[src/rtl/fb_scan_reader_if.sv]
// ----------------------------------------------------------------------------
// fb_scan_reader_if
// Bundles the pixel-stream side and the shared SRAM bus side of the frame
// buffer scan reader.
//   master : the reader (drives pixel outputs, SRAM address/OE, write grant)
//   slave  : the environment (consumer, SRAM, frame-buffer writer)
// Signals:
//   iFrame_Start        restart scan at (0,0), flush FIFO
//   iPix_Req            consumer pops one pixel
//   oPix_Valid          FIFO non-empty
//   oRed/oGreen/oBlue   10-bit colour of FIFO head (zero when empty)
//   oUnderflow          sticky pop-while-empty flag
//   oSRAM_ADDR          read address {x[9:0], y[9:0]}
//   oSRAM_OE_N          SRAM output enable, active-low
//   iSRAM_DQ            SRAM read data
//   iWr_Req / oWr_Gnt   writer bus request / grant
// ----------------------------------------------------------------------------
interface fb_scan_reader_if;
    logic        iFrame_Start;
    logic        iPix_Req;
    logic        oPix_Valid;
    logic [9:0]  oRed;
    logic [9:0]  oGreen;
    logic [9:0]  oBlue;
    logic        oUnderflow;
    logic [19:0] oSRAM_ADDR;
    logic        oSRAM_OE_N;
    logic [15:0] iSRAM_DQ;
    logic        iWr_Req;
    logic        oWr_Gnt;

    modport master (
        input  iFrame_Start, iPix_Req, iSRAM_DQ, iWr_Req,
        output oPix_Valid, oRed, oGreen, oBlue, oUnderflow,
        output oSRAM_ADDR, oSRAM_OE_N, oWr_Gnt
    );

    modport slave (
        output iFrame_Start, iPix_Req, iSRAM_DQ, iWr_Req,
        input  oPix_Valid, oRed, oGreen, oBlue, oUnderflow,
        input  oSRAM_ADDR, oSRAM_OE_N, oWr_Gnt
    );
endinterface

[src/rtl/fb_scan_reader.sv]
// ----------------------------------------------------------------------------
// fb_scan_reader
// Walks a frame buffer in raster order, reading one pixel per two clocks from
// an SRAM into a small pixel FIFO, and yields the SRAM bus to a frame-buffer
// writer when the FIFO has enough slack or the scan is finished.
// Ports:
//   iCLK    single clock, rising edge
//   iRST    synchronous active-high reset
//   io_bus  fb_scan_reader_if.master (pixel stream + SRAM bus + writer grant)
// ----------------------------------------------------------------------------
module fb_scan_reader #(
    parameter int unsigned H_ACTIVE   = 640,
    parameter int unsigned V_ACTIVE   = 480,
    parameter int unsigned FIFO_DEPTH = 8
) (
    input  logic              iCLK,
    input  logic              iRST,
    fb_scan_reader_if.master  io_bus
);

    localparam int unsigned PtrW = $clog2(FIFO_DEPTH);
    localparam int unsigned CntW = PtrW + 1;
    localparam logic [CntW-1:0] Depth = CntW'(FIFO_DEPTH);
    localparam logic [CntW-1:0] Half  = CntW'(FIFO_DEPTH / 2);
    localparam logic [9:0]      XLast = 10'(H_ACTIVE - 1);
    localparam logic [9:0]      YLast = 10'(V_ACTIVE - 1);

    typedef enum logic [2:0] {StIdle, StIssue, StCapture, StGrant, StDone} state_e;

    state_e             r_state, w_state_d;
    logic [9:0]         r_x, r_y;
    logic               r_done;
    logic [11:0]        r_mem [FIFO_DEPTH];
    logic [PtrW-1:0]    r_wptr, r_rptr;
    logic [CntW-1:0]    r_count;
    logic               r_underflow;

    logic               w_frame, w_push, w_pop, w_empty;
    logic               w_x_last, w_y_last;
    logic [CntW-1:0]    w_count_nxt;
    logic [11:0]        w_head;
    logic               w_unused_dq;

    assign w_frame     = io_bus.iFrame_Start;
    // Frame start discards the word being captured this cycle.
    assign w_push      = (r_state == StCapture) && !w_frame;
    assign w_empty     = (r_count == '0);
    assign w_pop       = io_bus.iPix_Req && !w_empty && !w_frame;
    assign w_count_nxt = r_count + CntW'(w_push) - CntW'(w_pop);
    assign w_x_last    = (r_x == XLast);
    assign w_y_last    = (r_y == YLast);
    assign w_head      = r_mem[r_rptr];
    // Low nibble of the SRAM word carries no colour information.
    assign w_unused_dq = ^io_bus.iSRAM_DQ[3:0];

    // ---------------- FSM: state register ----------------
    always_ff @(posedge iCLK) begin
        if (iRST) begin
            r_state <= StIdle;
        end else begin
            r_state <= w_state_d;
        end
    end

    // ---------------- FSM: next state ----------------
    always_comb begin
        w_state_d = r_state;
        unique case (r_state)
            StIdle: begin
                if (w_frame) begin
                    w_state_d = StIdle;
                end else if (io_bus.iWr_Req && (r_count >= Half || r_done)) begin
                    w_state_d = StGrant;
                end else if (!r_done && r_count < Depth) begin
                    w_state_d = StIssue;
                end
            end
            StIssue: begin
                w_state_d = w_frame ? StIdle : StCapture;
            end
            StCapture: begin
                // Chain straight into the next read when nothing else is
                // pending, giving one pixel every two clocks.
                if (w_frame) begin
                    w_state_d = StIdle;
                end else if (w_x_last && w_y_last) begin
                    w_state_d = StDone;
                end else if (!io_bus.iWr_Req && w_count_nxt < Depth) begin
                    w_state_d = StIssue;
                end else begin
                    w_state_d = StIdle;
                end
            end
            StGrant: begin
                if (!io_bus.iWr_Req) begin
                    w_state_d = (r_done && !w_frame) ? StDone : StIdle;
                end
            end
            StDone: begin
                if (w_frame) begin
                    w_state_d = StIdle;
                end else if (io_bus.iWr_Req) begin
                    w_state_d = StGrant;
                end
            end
            default: w_state_d = StIdle;
        endcase
    end

    // ---------------- FSM: outputs ----------------
    always_comb begin
        io_bus.oSRAM_ADDR = '0;
        io_bus.oSRAM_OE_N = 1'b1;
        io_bus.oWr_Gnt    = 1'b0;
        unique case (r_state)
            StIssue, StCapture: begin
                io_bus.oSRAM_ADDR = {r_x, r_y};
                io_bus.oSRAM_OE_N = 1'b0;
            end
            StGrant: io_bus.oWr_Gnt = 1'b1;
            default: ;
        endcase
        io_bus.oPix_Valid = !w_empty;
        io_bus.oRed       = w_empty ? 10'd0 : {w_head[11:8], 6'b0};
        io_bus.oGreen     = w_empty ? 10'd0 : {w_head[7:4], 6'b0};
        io_bus.oBlue      = w_empty ? 10'd0 : {w_head[3:0], 6'b0};
        io_bus.oUnderflow = r_underflow;
    end

    // ---------------- Scan pointer and FIFO control ----------------
    always_ff @(posedge iCLK) begin
        if (iRST || w_frame) begin
            r_x         <= '0;
            r_y         <= '0;
            r_done      <= 1'b0;
            r_wptr      <= '0;
            r_rptr      <= '0;
            r_count     <= '0;
            r_underflow <= 1'b0;
        end else begin
            if (w_push) begin
                r_wptr <= r_wptr + PtrW'(1);
                if (w_x_last) begin
                    r_x <= '0;
                    if (w_y_last) begin
                        r_y    <= '0;
                        r_done <= 1'b1;
                    end else begin
                        r_y <= r_y + 10'd1;
                    end
                end else begin
                    r_x <= r_x + 10'd1;
                end
            end
            if (w_pop) begin
                r_rptr <= r_rptr + PtrW'(1);
            end
            r_count <= w_count_nxt;
            if (io_bus.iPix_Req && w_empty) begin
                r_underflow <= 1'b1;
            end
        end
    end

    // FIFO storage keeps only the colour bits.
    always_ff @(posedge iCLK) begin
        if (w_push) begin
            r_mem[r_wptr] <= io_bus.iSRAM_DQ[15:4];
        end
    end

endmodule
[src/flat_wrapper.sv]
// flat-port wrapper written by rule: the top's interface ports become plain ports
module fb_scan_reader_flat 
#(
    parameter int unsigned H_ACTIVE   = 640,
    parameter int unsigned V_ACTIVE   = 480,
    parameter int unsigned FIFO_DEPTH = 8
)
  (iCLK, iRST, io_bus_iFrame_Start, io_bus_iPix_Req, io_bus_iSRAM_DQ, io_bus_iWr_Req, io_bus_oPix_Valid, io_bus_oRed, io_bus_oGreen, io_bus_oBlue, io_bus_oUnderflow, io_bus_oSRAM_ADDR, io_bus_oSRAM_OE_N, io_bus_oWr_Gnt);
  fb_scan_reader_if io_bus_i ();
  input  logic iCLK;
  input  logic iRST;
  input wire logic [$bits(io_bus_i.iFrame_Start)-1:0] io_bus_iFrame_Start;
  input wire logic [$bits(io_bus_i.iPix_Req)-1:0] io_bus_iPix_Req;
  input wire logic [$bits(io_bus_i.iSRAM_DQ)-1:0] io_bus_iSRAM_DQ;
  input wire logic [$bits(io_bus_i.iWr_Req)-1:0] io_bus_iWr_Req;
  output wire logic [$bits(io_bus_i.oPix_Valid)-1:0] io_bus_oPix_Valid;
  output wire logic [$bits(io_bus_i.oRed)-1:0] io_bus_oRed;
  output wire logic [$bits(io_bus_i.oGreen)-1:0] io_bus_oGreen;
  output wire logic [$bits(io_bus_i.oBlue)-1:0] io_bus_oBlue;
  output wire logic [$bits(io_bus_i.oUnderflow)-1:0] io_bus_oUnderflow;
  output wire logic [$bits(io_bus_i.oSRAM_ADDR)-1:0] io_bus_oSRAM_ADDR;
  output wire logic [$bits(io_bus_i.oSRAM_OE_N)-1:0] io_bus_oSRAM_OE_N;
  output wire logic [$bits(io_bus_i.oWr_Gnt)-1:0] io_bus_oWr_Gnt;
  assign io_bus_i.iFrame_Start = io_bus_iFrame_Start;
  assign io_bus_i.iPix_Req = io_bus_iPix_Req;
  assign io_bus_i.iSRAM_DQ = io_bus_iSRAM_DQ;
  assign io_bus_i.iWr_Req = io_bus_iWr_Req;
  assign io_bus_oPix_Valid = io_bus_i.oPix_Valid;
  assign io_bus_oRed = io_bus_i.oRed;
  assign io_bus_oGreen = io_bus_i.oGreen;
  assign io_bus_oBlue = io_bus_i.oBlue;
  assign io_bus_oUnderflow = io_bus_i.oUnderflow;
  assign io_bus_oSRAM_ADDR = io_bus_i.oSRAM_ADDR;
  assign io_bus_oSRAM_OE_N = io_bus_i.oSRAM_OE_N;
  assign io_bus_oWr_Gnt = io_bus_i.oWr_Gnt;
  fb_scan_reader #(.H_ACTIVE(H_ACTIVE), .V_ACTIVE(V_ACTIVE), .FIFO_DEPTH(FIFO_DEPTH)) u_core (.iCLK(iCLK), .iRST(iRST), .io_bus(io_bus_i));
endmodule
[config.mk]
export PLATFORM = sky130hd
export DESIGN_NAME = fb_scan_reader_flat
export DESIGN_NICKNAME = d
export VERILOG_FILES = /design/src/rtl/fb_scan_reader_if.sv /design/src/rtl/fb_scan_reader.sv /design/src/flat_wrapper.sv
export SDC_FILE = /design/constraint.sdc
export NUM_CORES = 1
export LEC_CHECK = 0
export ABC_AREA = 1
export CORE_UTILIZATION = 50
export DETAILED_ROUTE_END_ITERATION = 8
export PLACE_DENSITY = 0.79
export REMOVE_ABC_BUFFERS = 1
export SLEW_MARGIN = 30
export SYNTH_ARGS = -nofsm -noshare
export SYNTH_HDL_FRONTEND = slang
export SYNTH_SLANG_ARGS = --single-unit
[constraint.sdc]
create_clock -name iCLK -period 2.2 [get_ports iCLK]
set_input_delay 0.22 -clock iCLK [delete_from_list [all_inputs] [get_ports iCLK]]
set_output_delay 0.22 -clock iCLK [all_outputs]
set_load 0.005 [all_outputs]
; After elaboration in Yosys (flattened, before gate mapping)
; Memories as Yosys holds them, arrays and structs flattened. A register that Yosys moved wholly into a read port is not among the register bits.
; Index checks and enable logic that the tools add are counted.
[word_totals]
ram_bits = 96
out_inout_bits = 54
n_memories = 1
elab_cells = 72
ff_bits = 35
[classes]
n_mux = 24
addsub = 6
n_eq_ne = 9
reduce_logical = 21
n_lt_le_gt_ge = 3
[memory_table]
columns = name, words, width, rd, rd_ports_with_merged_regs, wr, line
row1 = u_core.r_mem, 8, 12, 1, 1, 1, fb_scan_reader.sv:33  ; logic [11:0] r_mem [FIFO_DEPTH];
[op_table]
columns = operator, n
row1 = two-way mux 10 bit, 5
row2 = two-way mux 3 bit, 11
row3 = adder 10 x 1 -> 10 bit (second input constant), 2
row4 = two-way mux 20 bit, 1
row5 = one-hot mux 3 bit (5 select lines), 1
row6 = == test 10 bit (second input constant), 1
row7 = == test 10 x 9 -> 1 bit (second input constant), 1
row8 = logical AND 1 bit, 9
row9 = < comparator 4 bit (second input constant), 2
row10 = adder 3 x 1 -> 3 bit (second input constant), 2
row11 = == test 3 x 2 -> 1 bit (second input constant), 2
row12 = AND reduction 3 bit, 2
row13 = two-way mux 1 bit, 5
row14 = adder 4 x 1 -> 4 bit, 1
row15 = >= comparator 4 x 3 -> 1 bit (second input constant), 1
row16 = logical NOT 1 bit, 4
row17 = logical NOT 4 bit, 1
row18 = inequality test 4 x 2 -> 1 bit (second input constant), 1
row19 = subtractor 4 x 1 -> 4 bit, 1
row20 = == test 3 x 1 -> 1 bit (second input constant), 1
row21 = == test 3 bit (second input constant), 1
row22 = logical NOT 3 bit, 1
row23 = inequality test 3 bit (second input constant), 1
row24 = logical OR 1 bit, 2
row25 = other kinds (4), 4

; Depth between registers and ports, before layout
; Gate-level depths: netlist of the first run.
[logic_depth]
depth_word = 11
mapped_depth = 17
ltp_nobuf = 17

; Worst setup path after synthesis of the first run
; OpenSTA, ideal clock, no wires.
[synth_path]
path_type = register to register
from = register u_core.r_count[2]
to = register u_core.r_state[0]
path_slack_ns = 0.053
period_less_slack_ns = 2.147
t_required_ns = 2.130
arrival_ns = 2.077
path_stages_with_launch = 17
path_cell_list = dfxtp_1 -> inv_1 -> ha_1 -> nand2_1 -> nor2_1 -> nor2_1 -> nand2_1 -> or2_2 -> ha_1 -> nand2_1 -> nand2_1 -> nand2_1 -> nand2_1 -> nand3_1 -> o21ai_0 -> nand2_1 -> a21oi_1
[synth_between]
elab_chain_cells = 11
elab_cells_between_ends = 21
classes_between = add/sub (2) / order compare (3) / eq/ne (1) / mux (6) / reduce/logical (9)
[synth_lines]
columns = item, line
row1 = from (decl), fb_scan_reader.sv:35  ; logic [CntW-1:0] r_count;
row2 = from (signal assigned), fb_scan_reader.sv:158  ; r_count <= w_count_nxt;
row3 = "parallel branches: the longest is 11 deep, another holds adder 4 x 1 -> 4 bit", --
row4 = to (signal assigned), fb_scan_reader.sv:59  ; r_state <= StIdle;
row5 = to (signal assigned), fb_scan_reader.sv:61  ; r_state <= w_state_d;
row6 = to (decl), fb_scan_reader.sv:30  ; state_e r_state, w_state_d;
; Parallel ways; which one is timed is not known.
; A chain may end at the register's enable or synchronous reset.

; Worst setup path in the final report of the first run
[layout_path]
from = register u_core.r_count[3]
to = output io_bus_oPix_Valid
[layout_between]
elab_chain_cells = 2
[layout_lines]
columns = item, line
row1 = logical NOT 4 bit, fb_scan_reader.sv:47  ; assign w_empty = (r_count == '0);
row2 = logical NOT 1 bit, fb_scan_reader.sv:123  ; io_bus.oPix_Valid = !w_empty;
row3 = to (decl), flat_wrapper.sv:16  ; output wire logic [$bits(io_bus_i.oPix_Valid)-1:0] io_bus_oPix_Valid;
; Every way passes these cells.

==> results of run 1 <==
[worst max-delay path, stage by stage (launching register included)]
cell	delay, ns
sky130_fd_sc_hd__dfxtp_2	0.31
sky130_fd_sc_hd__inv_2	0.08
sky130_fd_sc_hd__ha_4	0.15
sky130_fd_sc_hd__nand2_4	0.05
sky130_fd_sc_hd__nor2_4	0.11
sky130_fd_sc_hd__inv_2	0.09
sky130_fd_sc_hd__buf_6	0.14
sky130_fd_sc_hd__buf_4	0.13
sky130_fd_sc_hd__clkdlybuf4s50_1	0.43
[registers in the layout, summed over array words and instances, names as in the netlist, named ones only]
register                  flops
u_core.r_mem                 96
u_core.r_x                   10
u_core.r_y                   10
u_core.r_count                4
u_core.r_rptr                 3
u_core.r_state                3
u_core.r_wptr                 3
u_core.io_bus.oUnderflow      1
u_core.r_done                 1
[worst max path at each step]
stage                                 startpoint  depth (start not counted)                             end
global route        u_core.r_count[3]$_SDFF_PP0_                         16  u_core.r_state[0]$_SDFFE_PP0P_
CTS                 u_core.r_count[2]$_SDFF_PP0_                          8               io_bus_oPix_Valid
finish              u_core.r_count[3]$_SDFF_PP0_                          8               io_bus_oPix_Valid
detailed placement               io_bus_iPix_Req                         14  u_core.r_state[0]$_SDFFE_PP0P_
global placement                 io_bus_iPix_Req                         14  u_core.r_state[0]$_SDFFE_PP0P_
floorplan                               register                          5                 io_bus_oBlue[6]
[layout make-up]
class | count | area (sq um)
fill | 829 | 4010
sequential | 134 | 3650
multi-input combinational | 404 | 2040
timing repair buffer | 91 | 907
clock buffer | 20 | 437
inverter | 55 | 206
tap | 143 | 179
clock inverter | 12 | 135
[where the power goes]
group	total [uW]	internal (uW)	switching, uW
logic	187	76.9	110
registers	2720	2710	6.35
clock network	2750	1760	999
[layer usage]
layer,GRT usage,vias up,part of all wire
met4,0.101,0,0.018
met2,0.398,207,0.51
met3,0.0604,26,0.067
met1,0.271,2136,0.41
li1,-,2228,-
met5,0,-,0
[Yosys cell counts, types with 2 or more instances]
master / instances / area share
sky130_fd_sc_hd__a21oi_1: 19 / 0.016
sky130_fd_sc_hd__a21oi_2: 2 / 0.0029
sky130_fd_sc_hd__a31oi_1: 12 / 0.013
sky130_fd_sc_hd__buf_2: 7 / 0.0058
sky130_fd_sc_hd__buf_4: 18 / 0.023
sky130_fd_sc_hd__clkbuf_1: 15 / 0.0094
sky130_fd_sc_hd__dfxtp_1: 38 / 0.13
sky130_fd_sc_hd__edfxtp_1: 96 / 0.48
sky130_fd_sc_hd__ha_1: 9 / 0.019
sky130_fd_sc_hd__inv_1: 52 / 0.033
sky130_fd_sc_hd__inv_2: 3 / 0.0019
sky130_fd_sc_hd__nand2_1: 66 / 0.041
sky130_fd_sc_hd__nand2_2: 2 / 0.0021
sky130_fd_sc_hd__nand3_1: 18 / 0.015
sky130_fd_sc_hd__nand4_1: 5 / 0.0052
sky130_fd_sc_hd__nor2_1: 137 / 0.086
sky130_fd_sc_hd__nor2_2: 4 / 0.0042
sky130_fd_sc_hd__nor2_4: 3 / 0.0056
sky130_fd_sc_hd__nor3_1: 8 / 0.0067
sky130_fd_sc_hd__o21ai_0: 60 / 0.050
sky130_fd_sc_hd__o21ai_1: 12 / 0.010
sky130_fd_sc_hd__o22ai_1: 12 / 0.013
sky130_fd_sc_hd__xor2_1: 4 / 0.0058
[logic make-up after synthesis]
| logic type | count (synthesis) |
|---|---|
| simple gates | 250 |
| flops | 134 |
| compound gates | 121 |
| buf+inv | 96 |
| fa+ha+maj | 10 |
| xor+xnor | 5 |
| other cells | 1 |
[what timing repair did]
item / 4_1_cts / 5_1_grt
setup endpoints to repair: 20 / 27
gates resized for setup: 22 / 26
cloned: 2 / 0
buffers inserted: 2 / 3
pin swaps: 2 / 9
[stage by stage]
step | setup TNS (ns) | hold WS (ns) | power, uW | util
finish | 0 | 0.455 | 5660 | 0.653
global route | -0.0244 | 0.451 | 5810 | 0.653
floorplan | -3.07 | 0.289 | 2840 | -
detailed placement | -0.0911 | 0.479 | 2940 | 0.587
CTS | 0 | 0.440 | 5660 | 0.644
global placement | 0 | 0.470 | 2930 | 0.587
==> results, run 1 <==
- The die outline height is 112 um.
- Clock skew on the completed layout was measured at 0.00830 ns.
- The tree is rooted in a sky130_fd_sc_hd__clkbuf_16.
- The sink of the worst hold path is u_core.r_state[0]$_SDFFE_PP0P_.
- In the layout the commonest cells are 134 x sky130_fd_sc_hd__nor2_1, 96 x sky130_fd_sc_hd__edfxtp_1, 64 x sky130_fd_sc_hd__nand2_1, 58 x sky130_fd_sc_hd__o21ai_0, 47 x sky130_fd_sc_hd__inv_1.
- After detailed routing, the number of vias per cell comes to 5.35.
- After layout, the worst setup slack is 0.0698 ns.
- The analysis attributes to cell leakage a power of 0.00288 uW.
- By startpoint and endpoint, the worst setup path is classified as register to output port.
- Setup violations remaining at the end of the flow were counted as 0.
- In this run, synthesis inferred 96 flip-flops with an integrated enable.
- The post-route standard cell area excluding fillers is 7550 sq um.
- In the routed design, unresolved DRC markers number 6.
- VDD sags by at most 0.572 mV.
- The total grt overflow is 0.
- Relative to the synthesized area, the layout overhead comes to 25.9%.
- 75 I/O pins were placed.
- The XOR/XNOR share of the synthesized area is 0.00730.
- The placed cell count is 820.
- Counting flops with an async set or reset pin after synthesis yields a share of 0.
- The die width is 112 um.
- The worst setup timing slack at the placement stage is -0.0911 ns.
- Of the post-synthesis cell area, the part taken by muxes is 0.
- Leaving out fill and tap cells, the most frequent cell in the layout is sky130_fd_sc_hd__nor2_1.
- The area fraction in compound gates after synthesis is 0.109.
- At the worst endpoint, the required time is 1.98 ns.
- The data arrival time at the worst-slack endpoint is 1.91 ns.
- Once detail routing completed, the nets flagged for antenna violations numbered 0.
- The pin count of the biggest net entering global routing is 25.
- Dividing the detail-routed wire length by the instance count gives 16.0 um.
- The clock drives 134 sinks.
- The part of the cycle the worst path needs is 0.968.
- For the pin with the worst max-slew slack, the measured transition is 0.608 ns.
- The total area inside the core boundary comes to 11600 sq um.
- The share of post-route cells with drive strength above 1 is 0.141.
- TritonCTS built the clock tree.
- The instance count along the most critical hold path is 2.
- The worst pin sits at a relative slew slack of 0.592.
- The critical path startpoint category is a register.
- The clock latency on the worst-skew pair is 0.42 ns.
- The path class of the tightest hold or removal check is input pin to register.
- The final layout contains 734 nets.
- The top flip-flop cell by instance count after synthesis is sky130_fd_sc_hd__edfxtp_1.
- The first TritonRoute pass finished after 7 iterations.
- The largest family of logic cells by synthesized area is simple AND/OR/NAND/NOR gates.
- For the finished layout, the period the worst path requires is 2.13 ns.
- For this run, the number of Yosys warnings is 0.
- The worst register-to-register path has a setup slack of 0.11 ns.
- The TritonCTS buffer count is 17.
- The via count of the first global-routing pass is 4613.
- Counting every instance in the synthesized netlist gives 617.
- The number of antenna violations at the first check in global routing was 0.
- The critical path endpoint category is an output port.
- The total cell area at the placement stage is 6790 sq um.
- The number of register bits inferred by synthesis is 134.
- The worst-case clock buffer depth is 2.
- The count of buffers added on input and output ports is 52.
- The cell area that synthesis handed to floorplanning was 6000 sq um.
- The count of pins over their slew limit came to 0.
- Of the total synthesized cell area, the portion taken by full adders, half adders and majority gates is 0.0221.
- The worst min-delay path startpoint is iRST.
- 0 antenna diodes ended up in the layout.
- For this run, the register share of the synthesized area comes to 0.608.
- The routability congestion estimate is 0.847.
- The H-tree generated during clock tree synthesis spans 4 levels.
- The average instance in the mapped netlist occupies 9.72 sq um.
- The routed wire length is 13.8 mm.
- The number of hold violations in the final report is 0.
- Of the total synthesized cell area, the portion taken by AND, OR, NAND and NOR gates is 0.179.
- The ratio of total power to cell area is 749 nW/um^2.
- The floorplan step defined a die boundary enclosing 12400 sq um.
- For this design, the CTS-stage hold fixing added 0 buffers.
- In this run the worst path has a maximum fanout of 6.
- The half-perimeter wire length after placement is 8.32 mm.
- The initial utilization of the core area, before any placement, comes to 0.519.
- The final reports fail on DRC.
- The highest clock frequency the design can meet is 469 MHz.
- The count of routing violations after the opening detailed-route iteration is 379.
- The finished layout holds 859 standard cells, fillers aside.
- The number of different library cells used by synthesis comes to 38.
- The clock-pin slew on the worst setup and hold paths is 0.05 ns.
- The endpoint identified for the worst register-to-register timing path is u_core.r_state[0]$_SDFFE_PP0P_.
- Across all layers, the routed design uses 4597 vias.
- The total routing usage reported by global routing is 0.230.
- The startpoint of the lowest-slack register-to-register path is u_core.r_count[2]$_SDFF_PP0_.
- The row count is 39.
- The tool flagged a number of max-cap violations equal to 0.
- The global-route wire length before repair is 21.9 mm.
- For the worst flop-to-flop path, the logic depth is 16.
- The run finished, with violations left.
No activity file was read; power rests on OpenSTA's default activity.
==> run 2: changes to the inputs <==
--- a/config.mk
+++ b/config.mk
@@ -6,6 +6,7 @@
 export NUM_CORES = 1
 export LEC_CHECK = 0
 export ABC_AREA = 1
+export CORE_MARGIN = 2
 export CORE_UTILIZATION = 50
 export DETAILED_ROUTE_END_ITERATION = 8
 export PLACE_DENSITY = 0.79
==> run 2 against run 1 <==
Compared with the run above: the flow now finishes without violations; highest routed layer unchanged; critical endpoint is now io_bus_oRed[9]; total power up 1.6%; critical path depth up 1; sequential power about the same; critical path type unchanged; global-route usage down 1.6 points; register-to-register slack worse by 0.06 ns; combinational power about the same; via count up 0.57%; die area up 3.6%; sequential share of layout area down 0.73 points; largest power group unchanged; first-iteration DRC count down 8.7%; non-clock buffer count unchanged; sequential cell count unchanged.
==> results, run 2 (synthesis results as in run 1) <==
- The flow ran to the end, and the final reports show no timing, DRC or antenna violations.
- In the final layout, the registers with the most flip-flops are u_core.r_mem: 96 flops, u_core.r_x: 10 flops, u_core.r_y: 10 flops.
- TritonCTS built the clock tree.
- In this run the worst hold path is classified as input pin to register.
- The TritonCTS buffer count is 17 (unchanged).
- The class of the most critical setup path is register to output port.
- The leakage power summed over all cells is 0.00308 uW (+6.9%).
- The tightest slew margin relative to the limit was 0.666 (+0.0746).
- The minimum clock period after layout is 2.16 ns (+0.0321 ns).
- The post-route standard cell area excluding fillers was 7680 sq um (+1.7%).
- The peak supply drop is 0.611 mV (+6.8%).
- The clock latency on the worst-skew pair was 0.41 ns (about the same).
- The remaining antenna violation count after routing was 0 (unchanged).
- The worst-case clock buffer depth is 2 (unchanged).
- The via density per instance is 5.38 (+0.57%).
- Leaving out fill and tap cells, the most frequent cells in the layout are 131 x sky130_fd_sc_hd__nor2_1, 96 x sky130_fd_sc_hd__edfxtp_1, 62 x sky130_fd_sc_hd__nand2_1, 55 x sky130_fd_sc_hd__o21ai_0, 48 x sky130_fd_sc_hd__inv_1.
- The required time of the critical path is 1.98 ns (about the same).
- The effective utilization at floorplan is 0.519 (unchanged).
- The worst-case clock skew is 0.00929 ns (+0.000994 ns).
- The ratio of total power to cell area came to 748 nW/um^2 (about the same).
- The part of the cycle the worst path needs is 0.983 (+0.0146).
- The most common cell after layout, fill and taps aside is sky130_fd_sc_hd__nor2_1.
- The signed area change from the synthesized netlist to the final layout is 28.1%.
- The pin count of the biggest net entering global routing was 25 (unchanged).
- The row count is 39 (unchanged).
- The number of sinks handled by clock tree synthesis was 134 (unchanged).
- The maximum fanout count along the critical path is 13 (+7).
- The half-perimeter wire length after placement is 8.19 mm (-1.5%).
- The number of hold buffers added after cts came to 0 (unchanged).
- The die outline height was 114 um (+1.8%).
- The worst setup timing slack at the placement stage is -0.231 ns (-0.140 ns).
- The via count of the first global-routing pass came to 4381 (-5.0%).
- The final routed DRC violation total is 0 (-6).
- The placed cell count is 819 (-0.12%).
- The data arrival time at the worst-slack endpoint is 1.94 ns (+0.03 ns).
- The count of antenna diodes in the layout is 0 (unchanged).
- The average wire per cell in the routed design was 15.8 um (-1.4%).
- The highest clock frequency the design can meet was 462 MHz (-1.5%).
- The total cell area at the placement stage is 6840 sq um (+0.81%).
- The number of detailed-route iterations in the first pass is 4 (-3).
- The number of maximum-capacitance violations is 0 (unchanged).
- The total grt overflow is 0 (unchanged).
- The clock-pin slew on the worst setup and hold paths is 0.06 ns (about the same).
- The slew of the pin with the lowest slew margin was 0.497 ns (-0.111 ns).
- The count of routing violations after the opening detailed-route iteration is 346 (-8.7%).
- Setup repair after global routing could not meet its margin everywhere.
- The die width is 114 um (+1.8%).
- The number of hold violations in the final report is 0 (unchanged).
- The number of flip-flops under the largest register name was 96 (unchanged).
- The placeable core region is 11600 sq um (unchanged).
- The number of antenna violations at the first check in global routing is 0 (unchanged).
- The depth of the CTS H-tree is 4 (unchanged).
- The register with the highest flop count is u_core.r_mem.
- The count of vias placed by the detailed router is 4623 (+0.57%).
- The final instance count without filler cells is 859 (unchanged).
- The critical path startpoint category is a register.
- The routed wire length is 13.6 mm (-1.4%).
- The number of buffers inserted by port buffering is 52 (unchanged).
- The final number of setup-violating endpoints was 0 (unchanged).
- The number of placed I/O pins is 75 (unchanged).
- The count of pins over their slew limit is 0 (unchanged).
- The setup TNS is 0 ns (unchanged).
- The cell sitting at the root of the clock tree is a sky130_fd_sc_hd__clkbuf_16.
- The total routing usage reported by global routing is 0.215 (-0.0155).
- The overall die area is 12900 sq um (+3.6%).
- The share of post-route cells with drive strength above 1 came to 0.163 (+0.0223).
- The post-route worst setup slack is 0.0376 ns (-0.0321 ns).
- The final net count came to 734 (unchanged).
- The routability congestion estimate was 0.899 (+6.2%).
- The global-route wire length before repair was 21.3 mm (-2.7%).
- STA classifies the critical path endpoint as an output port.
[run 2: cell count changes in the layout (fill, tap and decap cells not counted), moves of 3 or more]
cell and delta:
sky130_fd_sc_hd__nor2_1 -3, sky130_fd_sc_hd__inv_8 +3, sky130_fd_sc_hd__clkdlybuf4s50_1 -8, sky130_fd_sc_hd__nand2_2 +3
sky130_fd_sc_hd__buf_12 +5, sky130_fd_sc_hd__inv_6 +5, sky130_fd_sc_hd__buf_6 -4, sky130_fd_sc_hd__o21ai_0 -3
sky130_fd_sc_hd__clkinv_1 -4, sky130_fd_sc_hd__dlymetal6s2s_1 +8
[run 2: worst max-delay path: stages, from the launching register on]
cell and delay [ns]:
sky130_fd_sc_hd__dfxtp_1 0.31, sky130_fd_sc_hd__inv_1 0.05, sky130_fd_sc_hd__ha_2 0.18, sky130_fd_sc_hd__nand2_2 0.08, sky130_fd_sc_hd__nor2_4 0.04, sky130_fd_sc_hd__inv_1 0.12, sky130_fd_sc_hd__buf_12 0.16, sky130_fd_sc_hd__o21ai_0 0.09
sky130_fd_sc_hd__a31oi_1 0.23, sky130_fd_sc_hd__dlygate4sd2_1 0.27
[run 2: layout make-up]
class | count | area, sq um
clock inverters | 14 | 166
flip-flops and latches | 134 | 3660
well taps | 143 | 179
fillers | 818 | 3880
multi-input cells | 404 | 2050
repair buffers | 91 | 992
clock buffers | 18 | 429
inverters | 55 | 209
[run 2: path summary, 6_finish.rpt]
check | start | endpoint | slack, ns | cells past startpoint
setup / recovery | u_core.r_count[2]$_SDFF_PP0_ | io_bus_oRed[9] | 0.04 | 9
hold / removal | iRST | u_core.r_state[1]$_SDFFE_PP0P_ | 0.43 | 2
setup reg to reg | u_core.r_count[2]$_SDFF_PP0_ | u_core.r_count[1]$_SDFF_PP0_ | 0.05 | 14
hold reg to reg | u_core.io_bus.oUnderflow$_SDFFE_PP0P_ | u_core.io_bus.oUnderflow$_SDFFE_PP0P_ | 0.47 | 1
[run 2: metrics by stage]
stage               hold WS, ns   util  power (uW)
finish                    0.427  0.664        5750
global route              0.420  0.664        5920
CTS                       0.421  0.654        5760
detailed placement        0.458  0.592        2940
global placement          0.456  0.592        2930
floorplan                 0.289      -        2840
[run 2: metal layers]
layer  up-vias  wire, um  GRT usage
li1       2237         -          -
met1      2150      5580      0.266
met2       210      6890      0.365
met3        26       907     0.0499
met4         0       203     0.0870
met5         -         0          0
[run 2: repair_timing]
| action | CTS | global route |
|---|---|---|
| pin swaps | 1 | 11 |
| resized for setup | 22 | 47 |
| setup endpoints to repair | 15 | 37 |
| setup buffers | 3 | 2 |
| gates cloned | 3 | 0 |
[run 2: power by group]
part           switching [uW]  total, uW  internal [uW]
Combinational             109        186           77.0
Sequential               6.03       2710           2710
Clock                    1140       2850           1710
==> run 3: changes to the inputs <==
--- a/config.mk
+++ b/config.mk
@@ -8,6 +8,7 @@
 export ABC_AREA = 1
 export CORE_MARGIN = 2
 export CORE_UTILIZATION = 50
+export CTS_CLUSTER_SIZE = 25
 export DETAILED_ROUTE_END_ITERATION = 8
 export PLACE_DENSITY = 0.79
 export REMOVE_ABC_BUFFERS = 1
==> results of run 3 <==
The final DEF is identical to that of run 2; final timing and power are the same.
